--- src/rtl/seg7_pkg.sv ---
// Shared definitions for the multiplexed 7-segment display back-end:
// segment glyphs, converter state encoding and small sizing/decode helpers.
package seg7_pkg;

  // abcdefg order, bit6 = a ... bit0 = g, active-high
  localparam logic [6:0] SEG_0     = 7'b1111110;
  localparam logic [6:0] SEG_1     = 7'b0110000;
  localparam logic [6:0] SEG_2     = 7'b1101101;
  localparam logic [6:0] SEG_3     = 7'b1111001;
  localparam logic [6:0] SEG_4     = 7'b0110011;
  localparam logic [6:0] SEG_5     = 7'b1011011;
  localparam logic [6:0] SEG_6     = 7'b1011111;
  localparam logic [6:0] SEG_7     = 7'b1110000;
  localparam logic [6:0] SEG_8     = 7'b1111111;
  localparam logic [6:0] SEG_9     = 7'b1111011;
  localparam logic [6:0] SEG_DASH  = 7'b0000001;
  localparam logic [6:0] SEG_BLANK = 7'b0000000;

  typedef enum logic {
    ST_IDLE = 1'b0,
    ST_CONV = 1'b1
  } conv_state_e;

  // Ceiling log2, never below 1 so every counter has at least one bit.
  function automatic int clog2(input int value);
    int r;
    r = 1;
    for (int i = 1; i < 31; i++) begin
      if ((1 << i) < value) r = i + 1;
    end
    return r;
  endfunction

  function automatic logic [6:0] seg_decode(input logic [3:0] nib);
    logic [6:0] seg;
    case (nib)
      4'd0:    seg = SEG_0;
      4'd1:    seg = SEG_1;
      4'd2:    seg = SEG_2;
      4'd3:    seg = SEG_3;
      4'd4:    seg = SEG_4;
      4'd5:    seg = SEG_5;
      4'd6:    seg = SEG_6;
      4'd7:    seg = SEG_7;
      4'd8:    seg = SEG_8;
      4'd9:    seg = SEG_9;
      default: seg = SEG_BLANK;
    endcase
    return seg;
  endfunction

  // Double-dabble correction applied to a BCD nibble before each shift.
  function automatic logic [3:0] dabble_adj(input logic [3:0] nib);
    return (nib >= 4'd5) ? (nib + 4'd3) : nib;
  endfunction

endpackage

--- src/rtl/seg7_dabble_seq.sv ---
// Sequential double-dabble binary-to-BCD converter, one shift per clock.
// Accepts over valid/ready, publishes BCD and an overflow flag when done.
module seg7_dabble_seq
  import seg7_pkg::*;
#(
  parameter int BIN_W = 16,
  parameter int N_DIG = 5
) (
  input  logic                 clk,
  input  logic                 rst,
  input  logic [BIN_W-1:0]     bin_in,
  input  logic                 bin_vld,
  output logic                 bin_rdy,
  output logic [4*N_DIG-1:0]   bcd,
  output logic                 ovf
);

  localparam int BCD_W = 4 * N_DIG;
  localparam int CNT_W = clog2(BIN_W);
  localparam logic [CNT_W-1:0] CNT_LAST = CNT_W'(BIN_W - 1);

  conv_state_e        state;
  conv_state_e        state_nxt;
  logic [BIN_W-1:0]   shreg;
  logic [BCD_W-1:0]   acc;
  logic [BCD_W-1:0]   acc_adj;
  logic [BCD_W-1:0]   acc_shift;
  logic [CNT_W-1:0]   cnt;
  logic               ovf_acc;
  logic               top_bit;
  logic               accept;
  logic               last_shift;

  always_comb begin
    acc_adj = '0;
    for (int i = 0; i < N_DIG; i++) begin
      acc_adj[4*i +: 4] = dabble_adj(acc[4*i +: 4]);
    end
  end

  // The bit leaving the top nibble means the value does not fit in N_DIG digits.
  assign top_bit    = acc_adj[BCD_W-1];
  assign acc_shift  = {acc_adj[BCD_W-2:0], shreg[BIN_W-1]};
  assign accept     = bin_vld & bin_rdy;
  assign last_shift = (state == ST_CONV) && (cnt == CNT_LAST);

  always_comb begin
    state_nxt = state;
    bin_rdy   = 1'b0;
    case (state)
      ST_IDLE: begin
        bin_rdy = 1'b1;
        if (bin_vld) state_nxt = ST_CONV;
      end
      ST_CONV: begin
        if (cnt == CNT_LAST) state_nxt = ST_IDLE;
      end
      default: state_nxt = ST_IDLE;
    endcase
  end

  always_ff @(posedge clk) begin
    if (rst) begin
      state <= ST_IDLE;
      cnt   <= '0;
      bcd   <= '0;
      ovf   <= 1'b0;
    end else begin
      state <= state_nxt;
      if (accept) begin
        cnt <= '0;
      end else if (state == ST_CONV) begin
        cnt <= cnt + 1'b1;
      end
      // Result is only published whole, so the display never sees partial BCD.
      if (last_shift) begin
        bcd <= acc_shift;
        ovf <= ovf_acc | top_bit;
      end
    end
  end

  always_ff @(posedge clk) begin
    if (accept) begin
      shreg   <= bin_in;
      acc     <= '0;
      ovf_acc <= 1'b0;
    end else if (state == ST_CONV) begin
      shreg   <= {shreg[BIN_W-2:0], 1'b0};
      acc     <= acc_shift;
      ovf_acc <= ovf_acc | top_bit;
    end
  end

endmodule

--- src/rtl/seg7_scan_driver.sv ---
// N-digit multiplexed 7-segment driver: BCD conversion, refresh prescaler, digit mux.
// Optional leading-zero blanking is enabled by defining SEG7_LZB_EN.
module seg7_scan_driver
  import seg7_pkg::*;
#(
  parameter int BIN_W          = 16,
  parameter int N_DIG          = 5,
  parameter int CLK_DIV        = 50000,
  parameter int SEG_ACTIVE_LOW = 0,
  parameter int EN_ACTIVE_LOW  = 0
) (
  input  logic             clk,
  input  logic             rst,
  input  logic [BIN_W-1:0] bin_in,
  input  logic             bin_vld,
  output logic             bin_rdy,
  output logic [6:0]       abcdefg,
  output logic [N_DIG-1:0] dig_en,
  output logic             ovf
);

  localparam int DIV_W = clog2(CLK_DIV);
  localparam int IDX_W = clog2(N_DIG);
  localparam logic [DIV_W-1:0] DIV_LAST = DIV_W'(CLK_DIV - 1);
  localparam logic [IDX_W-1:0] IDX_LAST = IDX_W'(N_DIG - 1);

  logic [4*N_DIG-1:0] disp;
  logic [DIV_W-1:0]   presc;
  logic [IDX_W-1:0]   idx;
  logic [3:0]         nib;
  logic [N_DIG-1:0]   en_raw;
  logic [6:0]         seg_raw;
  logic               blank;

  seg7_dabble_seq #(
    .BIN_W (BIN_W),
    .N_DIG (N_DIG)
  ) u_conv (
    .clk     (clk),
    .rst     (rst),
    .bin_in  (bin_in),
    .bin_vld (bin_vld),
    .bin_rdy (bin_rdy),
    .bcd     (disp),
    .ovf     (ovf)
  );

  always_ff @(posedge clk) begin
    if (rst) begin
      presc <= '0;
      idx   <= '0;
    end else if (presc == DIV_LAST) begin
      presc <= '0;
      idx   <= (idx == IDX_LAST) ? '0 : idx + 1'b1;
    end else begin
      presc <= presc + 1'b1;
    end
  end

  always_comb begin
    nib    = '0;
    en_raw = '0;
    for (int i = 0; i < N_DIG; i++) begin
      if (idx == IDX_W'(i)) begin
        nib       = disp[4*i +: 4];
        en_raw[i] = 1'b1;
      end
    end
  end

`ifdef SEG7_LZB_EN
  logic lz_run;

  // Walk down from the top digit; a digit blanks while everything above it is zero.
  always_comb begin
    lz_run = 1'b1;
    blank  = 1'b0;
    for (int i = N_DIG - 1; i >= 1; i--) begin
      lz_run = lz_run && (disp[4*i +: 4] == 4'd0);
      if (idx == IDX_W'(i)) blank = lz_run;
    end
  end
`else
  assign blank = 1'b0;
`endif

  always_comb begin
    if (ovf) begin
      seg_raw = SEG_DASH;
    end else if (blank) begin
      seg_raw = SEG_BLANK;
    end else begin
      seg_raw = seg_decode(nib);
    end
  end

  assign abcdefg = (SEG_ACTIVE_LOW != 0) ? ~seg_raw : seg_raw;
  assign dig_en  = (EN_ACTIVE_LOW != 0) ? ~en_raw : en_raw;

endmodule
--- config.mk ---
export PLATFORM = sky130hd
export DESIGN_NAME = seg7_scan_driver
export DESIGN_NICKNAME = d
export VERILOG_FILES = /design/src/rtl/seg7_pkg.sv /design/src/rtl/seg7_dabble_seq.sv /design/src/rtl/seg7_scan_driver.sv
export SDC_FILE = /design/constraint.sdc
export NUM_CORES = 1
export LEC_CHECK = 0
export ABC_AREA = 1
export BUFFER_PORTS_ARGS = -buffer_cell sky130_fd_sc_hd__clkbuf_2
export CORE_UTILIZATION = 40
export CTS_CLUSTER_SIZE = 12
export DETAILED_ROUTE_END_ITERATION = 6
export GPL_ROUTABILITY_DRIVEN = 1
export PLACE_DENSITY = 0.68
export SLEW_MARGIN = 20
export SYNTH_ARGS = -nofsm -noshare
export SYNTH_HDL_FRONTEND = slang
export SYNTH_HIERARCHICAL = 1
export SYNTH_SLANG_ARGS = --single-unit
export TNS_END_PERCENT = 10
--- constraint.sdc ---
create_clock -name clk -period 6.78 [get_ports clk]
set_clock_uncertainty 0.15 [all_clocks]
set_input_delay 1.356 -clock clk [delete_from_list [all_inputs] [get_ports clk]]
set_output_delay 1.356 -clock clk [all_outputs]
set_load 0.02 [all_outputs]
==> results.toml, run 1 <==
[worst_hold_path]
min_to = "presc[0]$_SDFF_PP0_"
worstHoldPathCells = 1
hp-start = "presc[0]$_SDFF_PP0_"
hp-class = "reg -> reg"

[floorplan]
io_pins = 33
start_util_pct = 41.5
dieArea_um2 = 11200
fp-row-count = 37
core_um2 = 10400
die_h_um = 106
die_w_um = 106

[power]
power.switching_mw = 0.237
pwr-share-seq_pct = 55.9
p_leak_nw = 2.28
vdd_drop_max_uv = 106
swShare_pct = 25.2
power_density_nw_per_um2 = 197
clock_power_share_pct = 36.3
intPower_mw = 0.705
combPwrFrac_pct = 7.8

[synthesis]
yosysTopAreaCellShare_pct = 30.5
yosysMostFrequentCell = "nand2_1"
yosys_most_used_dff = "dfxtp_1"
syn_area_um2 = 4330
synth_async_sr_flop_share_pct = 0
synth_compound_area_share_pct = 5.29
ys_types = 41
yosys-mux-area-fraction_pct = 0.694
synth_xor_area_share_pct = 0.405
synth_top_cell_by_area = "dfxtp_1"
synthSimpleGateAreaFrac_pct = 37.6
ys_seq_area_share_pct = 41.6
synth_area_leaders = "dfxtp_1 31%, nand2_1 19%, edfxtp_1 11%, nand3_1 6.8%, ha_1 6.4%"
synth_adder_area_share_pct = 6.36
ys_ff_latch = 82
ys_warn_count = 6
synth_commonest_cells = "223 x nand2_1, 67 x inv_1, 66 x dfxtp_1"
mappedNetlistNets = 645
netlist_instances = 604
synth_top_family_by_area = "simple AND/OR/NAND/NOR gates"
avgSynthCellArea_um2 = 7.17
synth_edf_count = 16

[critical_path]
r2r_cells = 3
r2r-start = "u_conv/state$_SDFF_PP0_"
crit_type = "reg -> out"
critPathLaunchType = "register"
r2r_slack_ns = 4.47
critPathMaxFanout = 5
critPathCaptureType = "output pin"
regToRegEndpoint = "u_conv/shreg[5]$_DFFE_PP_"
required_ns = 5.27
cp.arrival_ns = 2.75

[placement]
numPortBuffers = 32
gpl.final_weighted_congestion = 0.825
dp_hpwl_um = 6490
placed_area_um2 = 4590

[run]
cap_violations = 0

[routing]
ant_nets = 0
avgRoutedWirePerCell_um = 11.3
route.detailed.drc = 0
postRouteWirelength_um = 8790
route.vias.total = 3725
drt_iter0_markers = 216
via_per_inst = 4.80
first_pass_iters = 4

[cells_and_area]
syn_to_final_growth_pct = 10.5
layout.nets = 677
stdcell_area_um2 = 4780
utilization_pct = 45.9
antenna_cells = 0
drive_gt1_share_pct = 12.0

[global_routing]
grt-ovfl-total = 0
grt_pass1_wl_um = 15500
grt_max_degree = 28
antenna_found_initial = 0
grt_pass1_vias = 3581
grtUsageTotal_pct = 17.1

[clocking]
htreeDepth = 3
cts.clk_slew.worst_paths_ns = 0.08
cts_tree = "yes"
clkSinkCount = 82
clock_latency_ns = 0.36
cts_max_path_buffers = 2
post_cts_buffers = 0
root_buffer = "clkbuf_8"
hold_buffers = 0
postCtsResizedCells = 0
numCtsBuffers = 9

[timing]
finalHoldViolCount = 0
fmax_mhz = 235
drv_slew = 0
worst_pin_slew_ns = 0.879
setup_violations = 0
fin_tns_setup_ns = 0
period_minus_slack_ns = 4.25
relSlewSlack_pct = 41.3
rsz0062_at_grt = "false"
final.period_utilization_pct = 62.8

[run_status]
status = "finished clean"
## metrics by stage
step	hold slack [ns]	instances	total power [mW]	worst slack, ns
4_1_cts	0.309	776	0.953	2.50
5_1_grt	0.326	776	0.986	2.28
3_3_place_gp	0.278	761	0.609	3.03
6_report	0.303	776	0.942	2.53
3_5_place_dp	0.291	761	0.612	2.91
2_1_floorplan	0.267	604	0.591	2.88
## routing by layer
layer / part of all wire [%] / global-route usage (%)
met1: 49 / 21.1
met2: 46 / 28.5
met3: 3.6 / 4.29
met4: 0.98 / 6.85
met5: 0 / 0
## logic make-up after synthesis
kind of cell             count (synthesis)
flip-flops                              82
AND/OR/NAND/NOR                        371
XOR/XNOR                                 2
adder cells (fa/ha/maj)                 22
multiplexers                             3
AO/OA/AOI/OAI                           40
buffers and inverters                   84
## how the worst max path moves through the flow
stage                        start    endpoint  cells past startpoint
6_report       idx[0]$_SDFFE_PP0P_  abcdefg[3]                     14
5_1_grt        idx[0]$_SDFFE_PP0P_  abcdefg[3]                     13
2_1_floorplan  idx[0]$_SDFFE_PP0P_  abcdefg[3]                     13
3_3_place_gp   idx[0]$_SDFFE_PP0P_  abcdefg[3]                     14
3_5_place_dp   idx[0]$_SDFFE_PP0P_  abcdefg[3]                     14
4_1_cts        idx[0]$_SDFFE_PP0P_  abcdefg[3]                     14
## sequential cells by signal, summed over array words and instances, names as in the netlist
signal and cells:
u_conv/ovf_acc 1, u_conv/bcd 20, u_conv/state 1, idx 3, u_conv/ovf 1, u_conv/shreg 16, presc 16, u_conv/cnt 4
u_conv/acc 20
## area by class of cell
cell class                      instances  area, µm²
Fill cell                            1056       5640
Multi-Input combinational cell        438       2180
Sequential cell                        82       1800
Inverter                               72        278
Tap cell                              136        170
Timing Repair Buffer                   33        168
Clock buffer                           11        163
Clock inverter                          4       23.8
## power by group through the flow
stage / sequential [mW] / clock (mW) / combinational (mW)
after floorplan: 0.536 / 0 / 0.0545
after global placement: 0.538 / 0 / 0.0711
after detailed placement: 0.538 / 0 / 0.0736
after CTS: 0.527 / 0.352 / 0.0741
after global routing: 0.529 / 0.373 / 0.0840
final: 0.527 / 0.342 / 0.0737
## critical path: stages, from the launching register on
cell and delay, ns:
dfxtp_1 0.34, inv_1 0.12, ha_1 0.20, inv_1 0.05
nor2_1 0.23, nand3_1 0.12, nand3_1 0.09, nand2_1 0.06
a21oi_1 0.27, inv_1 0.13, ha_1 0.31, nor2_1 0.14
nor2_1 0.07, nor2_1 0.10, clkbuf_2 0.17
## cell usage in the layout (no fill, tap or decap), types with 14 or more instances in the layout
cell type,netlist,final
dfxtp_1,66,66
nor2_1,46,46
nand2_1,223,223
a21oi_1,14,14
o21ai_0,19,19
clkbuf_2,0,32
inv_1,67,67
edfxtp_1,16,16
nand3_1,59,59
ha_1,22,22
(Power assumes the default switching activity.)
==> inputs of run 2 (changes only) <==
clock period = 4.3 ns   (was 6.78 ns; I/O delays follow)
==> results.toml, run 2 (synthesized netlist as in run 1, its figures left out) <==
[timing]
rsz0062_at_grt = "false"
worst_pin_slew_ns = 0.881
drv_slew = 0
final.period_utilization_pct = 87.2
fmax_mhz = 267
relSlewSlack_pct = 41.2
setup_violations = 0
period_minus_slack_ns = 3.75
hold_slack_ns = 0.302
fin_tns_setup_ns = 0
finalHoldViolCount = 0

[cells_and_area]
final_common_cell = "nand2_1"
multi_input_area_um2 = 2180
register_area_um2 = 1800
drive_gt1_share_pct = 12.0
fillers = 1040
instances_no_fill = 777
final_cell_mix = "223 x nand2_1, 67 x inv_1, 66 x dfxtp_1"
syn_to_final_growth_pct = 11.4
antenna_cells = 0
layout.nets = 677
reg.largest.list = "u_conv/acc (20), u_conv/bcd (20)"

[routing]
first_pass_iters = 5
postRouteWirelength_um = 8890
drt_iter0_markers = 221
avgRoutedWirePerCell_um = 11.4
route.detailed.drc = 0
route.vias.total = 3750
ant_nets = 0
via_per_inst = 4.83

[critical_path]
cp.arrival_ns = 2.74
crit_top_cell = "nor2_1"
critPathCaptureType = "output pin"
critPathSlowestCell = "dfxtp_1"
cp-startpoint = "idx[0]$_SDFFE_PP0P_"
crit_type = "reg -> out"
crit_path_cell_trace = "inv_1 > ha_1 > inv_1 > nor2_1 > nand3_1 > nand3_1 > nand2_1 > a21oi_1 > inv_1 > ha_1 > nor2_1 > nor2_1 > nor2_1 > clkbuf_2"
critPathMaxFanout = 5
r2r-start = "u_conv/state$_SDFF_PP0_"
max_stage_delay_ns = 0.33
required_ns = 3.29
critPathLaunchType = "register"

[clocking]
htreeDepth = 3
cts_tree = "yes"
cts_max_path_buffers = 2
post_cts_buffers = 0
numCtsBuffers = 9
clock_latency_ns = 0.36
hold_buffers = 0
cts.clk_slew.worst_paths_ns = 0.07
postCtsResizedCells = 0
clkSinkCount = 82
root_buffer = "clkbuf_8"

[floorplan]
start_util_pct = 41.5
die_w_um = 106
die_h_um = 106
dieArea_um2 = 11200
io_pins = 33
fp-row-count = 37
core_um2 = 10400

[placement]
dp_hpwl_um = 6540
numPortBuffers = 32
gpl.final_weighted_congestion = 0.826
dp_cells = 761

[global_routing]
grt_max_degree = 28
grtUsageTotal_pct = 17.2
grt_pass1_wl_um = 15800
grt-ovfl-total = 0
grt_pass1_vias = 3626
antenna_found_initial = 0

[power]
power_density_nw_per_um2 = 328
p_leak_nw = 2.30
finalPower_mw = 1.58
vdd_drop_max_uv = 203

[run_status]
status = "finished clean"

[worst_hold_path]
hp-start = "presc[0]$_SDFF_PP0_"
hp-class = "reg -> reg"

[run]
cap_violations = 0
==> run 2: final timing paths <==
| path | end | slack [ns] | depth (start not counted) |
|---|---|---|---|
| worst max-delay path | abcdefg[3] | 0.55 | 14 |
| worst min register to register | presc[0]$_SDFF_PP0_ | 0.30 | 1 |
| worst min-delay path | presc[0]$_SDFF_PP0_ | 0.30 | 1 |
| worst max register to register | u_conv/shreg[9]$_DFFE_PP_ | 1.99 | 3 |
==> run 2: final cells by class <==
cell class | count | area share (%)
multi-input cells | 438 | 45.1
flip-flops and latches | 82 | 37.4
inverters | 72 | 5.76
well taps | 136 | 3.53
repair buffers | 33 | 3.48
clock buffers | 11 | 3.17
clock inverters | 5 | 1.56
==> run 2: routing by layer <==
metal  global-route usage, %  share of wire (%)  vias up
li1                        -                  -     1976
met1                    21.7                 49     1696
met2                    28.9                 47       72
met3                    3.80                3.8        6
met4                    6.35               0.87        0
met5                       0                  0        -
==> run 2: per-stage QoR <==
stage	utilization (%)	area [µm²]	setup WS, ns
2_1_floorplan	-	4330	0.894
3_3_place_gp	44.1	4590	1.05
3_5_place_dp	44.1	4590	0.917
4_1_cts	46.3	4820	0.516
5_1_grt	46.3	4820	0.241
6_report	46.3	4820	0.549
==> run 2: where the power goes <==
part / leakage, nW / internal [mW] / switching [mW]
logic: 1.49 / 0.0377 / 0.0786
clock network: 0.118 / 0.360 / 0.276
registers: 0.698 / 0.818 / 0.0130
==> run 2: critical path: cells and delay by family (launching register included) <==
family	cells	cell delay, ns
AOI/OAI and AO/OA	1	0.27
adders and majority gates	2	0.52
buffers and inverters	4	0.48
DFF	1	0.33
and+or+nand+nor	7	0.78
==> inputs of run 3 (changes only) <==
SYNTH_HIERARCHICAL = not set   (was 1)
==> results.toml, run 3 <==
[clocking]
htreeDepth = 3
cts_max_path_buffers = 2
clock_latency_ns = 0.35
hold_buffers = 0
post_cts_buffers = 0
root_buffer = "clkbuf_8"
clkSinkCount = 82
cts.clk_slew.worst_paths_ns = 0.08
postCtsResizedCells = 0
cts_tree = "yes"
numCtsBuffers = 9

[synthesis]
syn_area_um2 = 4150
yosys-mux-area-fraction_pct = 0
synth_commonest_cells = "123 x nand2_1, 83 x inv_1, 66 x dfxtp_1"
yosysMostFrequentCell = "nand2_1"
synth_top_cell_by_area = "dfxtp_1"
ys_seq_area_share_pct = 43.4
synth_xor_area_share_pct = 1.69
synth_top_family_by_area = "simple AND/OR/NAND/NOR gates"
synth_edf_count = 16
synth_area_leaders = "dfxtp_1 32%, edfxtp_1 12%, nand2_1 11%, inv_1 7.5%, ha_1 6.6%"
yosys_most_used_dff = "dfxtp_1"
synth_compound_area_share_pct = 14.8
synth_adder_area_share_pct = 6.64
ys_types = 40
mappedNetlistNets = 589
synthSimpleGateAreaFrac_pct = 24.0
ys_ff_latch = 82
synth_async_sr_flop_share_pct = 0
netlist_instances = 548
avgSynthCellArea_um2 = 7.57
yosysTopAreaCellShare_pct = 31.9
ys_warn_count = 0

[worst_hold_path]
hp-start = "presc[0]$_SDFF_PP0_"
hp-class = "reg -> reg"
min_to = "presc[0]$_SDFF_PP0_"
worstHoldPathCells = 1

[global_routing]
antenna_found_initial = 0
grtUsageTotal_pct = 16.3
grt_max_degree = 37
grt_pass1_wl_um = 14400
grt-ovfl-total = 0
grt_pass1_vias = 3236

[timing]
finalHoldViolCount = 0
fin_tns_setup_ns = 0
fmax_mhz = 276
setup_violations = 0
final.period_utilization_pct = 84.4
rsz0062_at_grt = "false"
relSlewSlack_pct = 53.1
worst_pin_slew_ns = 0.703
drv_slew = 0
period_minus_slack_ns = 3.63

[critical_path]
critPathMaxFanout = 6
cp.arrival_ns = 2.62
crit_type = "reg -> out"
critPathCaptureType = "output pin"
r2r-start = "u_conv.state$_SDFF_PP0_"
r2r_cells = 4
cp_top_family = "adder cells"
crit_path_cell_trace = "ha_1 > ha_1 > inv_1 > o21ai_0 > inv_1 > a21oi_2 > inv_1 > ha_1 > nand3b_1 > nand2_1 > nor2_1 > nor2_1 > clkbuf_2"
max_stage_delay_ns = 0.39
critPathLaunchType = "register"
r2r_slack_ns = 1.88
cp.buffers_inverters = 4
regToRegEndpoint = "u_conv.bcd[0]$_SDFFE_PP0P_"
required_ns = 3.29
critPathSlowestCell = "dfxtp_1"

[routing]
route.vias.total = 3459
ant_nets = 0
avgRoutedWirePerCell_um = 11.4
drt_iter0_markers = 175
postRouteWirelength_um = 8190
route.detailed.drc = 0
first_pass_iters = 4
via_per_inst = 4.81

[cells_and_area]
multi_input_area_um2 = 1960
antenna_cells = 0
final_cell_mix = "123 x nand2_1, 83 x inv_1, 66 x dfxtp_1"
fillers = 997
syn_to_final_growth_pct = 12.2
final_common_cell = "nand2_1"
reg.largest.list = "u_conv.acc (20), u_conv.bcd (20)"
register_area_um2 = 1800
layout.nets = 623
utilization_pct = 46.9
drive_gt1_share_pct = 13.8

[floorplan]
core_um2 = 9910
io_pins = 33
start_util_pct = 41.9
die_h_um = 104
fp-row-count = 36
die_w_um = 104
dieArea_um2 = 10800

[power]
p_leak_nw = 1.92
vdd_drop_max_uv = 194
power_density_nw_per_um2 = 329

[placement]
numPortBuffers = 32
dp_hpwl_um = 6050
gpl.final_weighted_congestion = 0.823

[run_status]
status = "finished clean"

[run]
cap_violations = 0
==> run 3: cell types whose count changed in the layout (fill, tap and decap cells not counted), sizes merged, moves of 3 or more <==
cell	previous run	this run
nor2	52	47
o22ai	2	20
xor2	2	7
nor3b	4	1
inv	71	88
nand3	60	24
o21ai	20	50
a21oi	15	37
mux2i	3	0
nand2	231	131
==> run 3: layout make-up <==
type,count,share of cell area [%]
multi-input combinational,364,42.1
sequential,82,38.7
inverter,91,7.37
timing repair buffer,34,3.77
clock buffer,13,3.66
tap,133,3.58
clock inverter,2,0.753
==> run 3: per-layer routing <==
metal	track usage, %	up-vias	part of all wire [%]
met1	21.0	1554	50
met2	26.4	58	46
met5	0	-	0
li1	-	1839	-
met3	4.03	8	3.8
met4	5.82	0	1.1
==> run 3: kinds of logic after synthesis <==
group	count (synthesis)
AOI/OAI and AO/OA	110
xor gates and xnor gates	8
adders and majority gates	22
buffers and inverters	102
DFF	82
and+or+nand+nor	224
==> run 3: power breakdown <==
group,internal (mW),total [mW],switching [mW]
registers,0.821,0.841,0.0198
clock network,0.316,0.575,0.259
logic,0.0400,0.115,0.0753
total,1.18,1.53,0.354
==> run 3: through the flow <==
| step | hold WS (ns) | setup slack, ns | std cells | area, µm² | total power [mW] |
|---|---|---|---|---|---|
| 2_1_floorplan | 0.268 | 1.06 | 548 | 4150 | 0.938 |
| 3_3_place_gp | 0.280 | 1.15 | 704 | 4440 | 0.970 |
| 3_5_place_dp | 0.290 | 1.03 | 704 | 4440 | 0.974 |
| 4_1_cts | 0.308 | 0.629 | 719 | 4650 | 1.55 |
| 5_1_grt | 0.327 | 0.358 | 719 | 4650 | 1.61 |
| 6_report | 0.301 | 0.672 | 719 | 4650 | 1.53 |
==> run 3: how the worst max path moves through the flow <==
stage	endpoint	cells past startpoint	from
after floorplan	abcdefg[3]	12	idx[0]$_SDFFE_PP0P_
after global placement	abcdefg[3]	14	idx[0]$_SDFFE_PP0P_
after detailed placement	abcdefg[3]	13	idx[1]$_SDFFE_PP0P_
after CTS	abcdefg[3]	13	idx[1]$_SDFFE_PP0P_
after global routing	abcdefg[3]	13	idx[1]$_SDFFE_PP0P_
final	abcdefg[6]	13	idx[0]$_SDFFE_PP0P_
==> run 3: worst reg2reg max path: cells and delay by family (launching register included) <==
family             cells  cell delay [ns]
AOI/OAI and AO/OA      1             0.25
and+or+nand+nor        3             1.24
DFF                    1             0.69
